$ cat config.mk
export PLATFORM = sky130hd
export DESIGN_NAME = uart_rx
export DESIGN_NICKNAME = d
export VERILOG_FILES = /design/src/rtl/uart_rx.sv
export SDC_FILE = /design/constraint.sdc
export NUM_CORES = 1
export LEC_CHECK = 0
export BUFFER_PORTS_ARGS = -buffer_cell sky130_fd_sc_hd__buf_2
export CORE_ASPECT_RATIO = 0.6
export CORE_MARGIN = 8
export CORE_UTILIZATION = 31
export CTS_CLUSTER_DIAMETER = 100
export DETAILED_ROUTE_END_ITERATION = 8
export GPL_ROUTABILITY_DRIVEN = 0
export MAX_ROUTING_LAYER = met4
export PLACE_DENSITY = 0.54
export SLEW_MARGIN = 0
export SYNTH_ARGS = -nofsm -noshare
export SYNTH_HDL_FRONTEND = slang
export SYNTH_SLANG_ARGS = --single-unit
export TNS_END_PERCENT = 10
$ cat constraint.sdc
create_clock -name clk -period 3.7 [get_ports clk]
set_clock_uncertainty 0.1 [all_clocks]
set_input_delay 0.555 -clock clk [delete_from_list [all_inputs] [get_ports clk]]
set_output_delay 0.555 -clock clk [all_outputs]
set_load 0.01 [all_outputs]
$ cat src/rtl/uart_rx.sv
// UART receiver: oversamples RX_IN at prescale x bit rate, majority-votes three
// mid-bit samples, deserialises LSB-first, checks optional parity and the stop bit.
module uart_rx #(
    parameter int width    = 8,
    parameter int prescale = 8
) (
    input  logic             clk,
    input  logic             rst,
    input  logic             RX_IN,
    input  logic             Par_en,
    input  logic             Par_type,
    output logic [width-1:0] P_data,
    output logic             Data_valid,
    output logic             Par_err,
    output logic             Stp_err
);

    localparam int EW = $clog2(prescale);
    localparam int BW = (width > 1) ? $clog2(width) : 1;
    localparam logic [EW-1:0] EDGE_LAST = EW'(prescale - 1);
    localparam logic [EW-1:0] SMP0      = EW'(prescale / 2 - 1);
    localparam logic [EW-1:0] SMP1      = EW'(prescale / 2);
    localparam logic [EW-1:0] SMP2      = EW'(prescale / 2 + 1);
    localparam logic [BW-1:0] BIT_LAST  = BW'(width - 1);

    typedef enum logic [2:0] {IDLE, START, DATA, PARITY, STOP} state_t;

    state_t           state_q, state_d;
    logic [EW-1:0]    edge_cnt;
    logic [BW-1:0]    bit_cnt;
    logic [2:0]       samp;
    logic [width-1:0] shift_reg;
    logic             par_en_q, par_type_q, par_flag;
    logic             bit_end, maj, par_exp;
    logic             dv_d, perr_d, serr_d;

    assign bit_end = (edge_cnt == EDGE_LAST);
    assign maj     = (samp[0] & samp[1]) | (samp[0] & samp[2]) | (samp[1] & samp[2]);
    assign par_exp = (^shift_reg) ^ par_type_q;

    always_comb begin
        state_d = state_q;
        dv_d    = 1'b0;
        perr_d  = 1'b0;
        serr_d  = 1'b0;
        case (state_q)
            IDLE:   if (!RX_IN) state_d = START;
            START:  if (bit_end) state_d = maj ? IDLE : DATA;
            DATA:   if (bit_end && bit_cnt == BIT_LAST) state_d = par_en_q ? PARITY : STOP;
            PARITY: if (bit_end) begin
                        state_d = STOP;
                        perr_d  = (maj != par_exp);
                    end
            STOP:   if (bit_end) begin
                        state_d = IDLE;
                        serr_d  = !maj;
                        dv_d    = maj && !par_flag;
                    end
            default: state_d = IDLE;
        endcase
    end

    always_ff @(posedge clk or posedge rst) begin
        if (rst) state_q <= IDLE;
        else     state_q <= state_d;
    end

    always_ff @(posedge clk or posedge rst) begin
        if (rst) begin
            edge_cnt   <= '0;
            bit_cnt    <= '0;
            samp       <= '0;
            shift_reg  <= '0;
            par_en_q   <= 1'b0;
            par_type_q <= 1'b0;
            par_flag   <= 1'b0;
            P_data     <= '0;
            Data_valid <= 1'b0;
            Par_err    <= 1'b0;
            Stp_err    <= 1'b0;
        end else begin
            Data_valid <= dv_d;
            Par_err    <= perr_d;
            Stp_err    <= serr_d;
            if (dv_d) P_data <= shift_reg;
            if (state_q == IDLE) begin
                // the detection cycle itself is edge 0 of the start bit
                edge_cnt <= RX_IN ? '0 : EW'(1);
                bit_cnt  <= '0;
                if (!RX_IN) begin
                    par_en_q   <= Par_en;
                    par_type_q <= Par_type;
                    par_flag   <= 1'b0;
                end
            end else begin
                edge_cnt <= bit_end ? '0 : edge_cnt + EW'(1);
                if (edge_cnt == SMP0) samp[0] <= RX_IN;
                if (edge_cnt == SMP1) samp[1] <= RX_IN;
                if (edge_cnt == SMP2) samp[2] <= RX_IN;
                if (state_q == DATA && bit_end) begin
                    shift_reg <= (shift_reg >> 1) | (width'(maj) << (width - 1));
                    bit_cnt   <= bit_cnt + BW'(1);
                end
                if (perr_d) par_flag <= 1'b1;
            end
        end
    end

endmodule

==> results.cfg <==
[status]
run_status = complete, no violations

[sta]
finalHoldViolCount = 0
whs_ps = 346.3
maxSlewHeadroom_pct = 43.08
max_freq_mhz = 441.2
worst-slew-pin-transition_ps = 852.8
slew_viol_final = 0
fin_setup_tns_ps = 0
finalCritPeriodShare_pct = 61.26
rsz0062_at_grt = no
fin_crit_ps = 2266
setup_viol = 0

[die]
start_util_pct = 31.97
fp.dieH_um = 71.79
die_w_um = 109.0
dieArea_sq_um = 7823
num_rows = 20
core-area_sq_um = 5030
boundaryPins = 16

[placement]
dp_cells = 200
hpwl_um = 2134
numPortBuffers = 15

[global_route]
antenna_found_initial = 0
grt_pass1_wl_um = 4878
grt_pass1_vias = 1001
track_usage_pct = 8.170
grt_overflow = 0
grt_max_degree = 24

[logic_synthesis]
ys.flop_type = dfrtp_1
synth_top_area_share_pct = 52.92
synth-edff-count = 0
yosysSeqAreaShare_pct = 52.92
yosys-top-cells-area = dfrtp_1 (53%), mux2_2 (7.0%), mux2_4 (6.5%)
ys_top_cells_by_count = dfrtp_1 (34), mux2_2 (10), ha_1 (7), mux2_4 (7), nor2_1 (7)
ys_async_sr_fraction_pct = 100.0
synth_fp_nets = 134
ys_seq_elements = 34
yosysMostFrequentCell = dfrtp_1
syn_area_per_cell_sq_um = 13.18
synth_largest_area_cell = dfrtp_1
syn_area_sq_um = 1608
synth_cell_types = 35
synth.yosys.warnings = 0
syn_inst = 122

[layout]
n_antenna_cell = 0
ff_latch_area_sq_um = 850.8
multi_input_area_sq_um = 706.9
nFillCells = 493
area_growth_pct = 13.46
final_cell_count_no_fill = 207
drive_gt1_share_pct = 34.04
finalNetCount = 153

[power]
seqPwrFrac_pct = 47.6
p_sw_uw = 346.3
power_uw = 1074
combPwrFrac_pct = 29.1
p_leak_uw = 0.0009267
power.density_nw_per_um2 = 588.9
p_int_uw = 728.0
clkPwrFrac_pct = 23.3
irDropWorstVdd_uv = 209.5
swShare_pct = 32.24

[worst_setup_path]
worstPathRequired_ps = 3760
start_kind = flip-flop
crit_type = reg2reg
end_kind = flip-flop
arrival_ps = 2330
rrSetupSlack_ps = 1430
crit_fanout = 12
ff2ff_path_depth = 5
timing.rr.end = bit_cnt[0]
r2r-start = edge_cnt[0]

[drt]
wirelength_um = 2819
route.detailed.drc = 0
routedWlPerCell_um = 13.62
drtIter0Drc = 42
firstDrtPassIters = 4
postRouteAntennaNets = 0
vias = 955
avgViaCountPerCell = 4.614

[cts]
cts_setup_buffers = 0
numCtsBuffers = 5
cts_max_level = 2
post_cts_resize_count = 0
worstSkewPairLatency_ps = 270
cts_tree = done
clockBufferDepth = 2
root_buffer = clkbuf_8
cts.sinks = 34
holdBufCountCts = 0
clkTransAtPathRegs_ps = 70

[hold_path]
hold_class = in2async

[run]
cap_violations = 0
## critical path: stages (launching register included)
cell and delay, ps:
dfrtp_1 400, ha_1 200, ha_1 350, and3b_1 640, nor2_1 170, mux2_2 290
## cells by family after synthesis
group                      Yosys count  synth area share, %
and+or+nand+nor                     27                10.12
muxes                               21                16.34
xor gates and xnor gates             8                5.681
AOI/OAI and AO/OA                   14                5.680
DFF                                 34                52.92
buffers and inverters               10                3.112
adders and majority gates            8                6.148
## power groups by stage
stage,Combinational (uW),Sequential [uW],Clock [uW]
after floorplan,289,483,0
after global placement,306,510,0
after detailed placement,316,518,0
after CTS,317,511,259
after global routing,346,523,276
final,313,512,250
## through the flow
step,area [sq um],worst slack [ps],utilization (%)
after floorplan,1608,1902,-
after global placement,1745,1596,34.70
after detailed placement,1745,1431,34.70
after CTS,1824,1421,36.27
after global routing,1824,1275,36.27
final,1824,1434,36.27
## layer usage
metal / vias to the layer above / track usage, % / share of wire, %
li1: 454 / - / -
met1: 474 / 9.797 / 47
met2: 23 / 12.06 / 45
met3: 4 / 4.029 / 7.0
met4: 0 / 1.810 / 0.92
met5: - / - / 0
## final cells by class
type	instances	area share, %
Clock buffer	5	3.772
Inverter	6	1.235
Tap cell	66	4.527
Timing Repair Buffer	16	4.527
Multi-Input combinational cell	78	38.75
Sequential cell	34	46.64
Clock inverter	2	0.5487
## worst max-delay path by stage
stage,start,end,slack (ps),depth (start not counted)
2_1_floorplan,edge_cnt[0],P_data[0],1900,7
5_1_grt,edge_cnt[0],bit_cnt[0],1270,5
3_5_place_dp,edge_cnt[0],bit_cnt[0],1430,5
6_report,edge_cnt[0],bit_cnt[0],1430,5
3_3_place_gp,edge_cnt[0],bit_cnt[0],1600,5
4_1_cts,edge_cnt[0],bit_cnt[0],1420,5
## layout by cell type (no fill, tap or decap), types with 2 or more instances in the layout
cell	synthesis	final
a22o_1	4	4
mux2_1	4	4
buf_2	1	15
mux2_2	10	10
xnor2_1	5	5
inv_1	6	6
a21oi_1	3	3
clkbuf_8	0	5
dfrtp_1	34	34
o21ai_0	5	5
nand3_1	3	3
clkinv_2	0	2
mux2_4	7	7
nand2_1	3	3
ha_1	7	7
nor2_1	7	7
nor3_1	3	3
No activity file was read; power rests on OpenSTA's default activity.
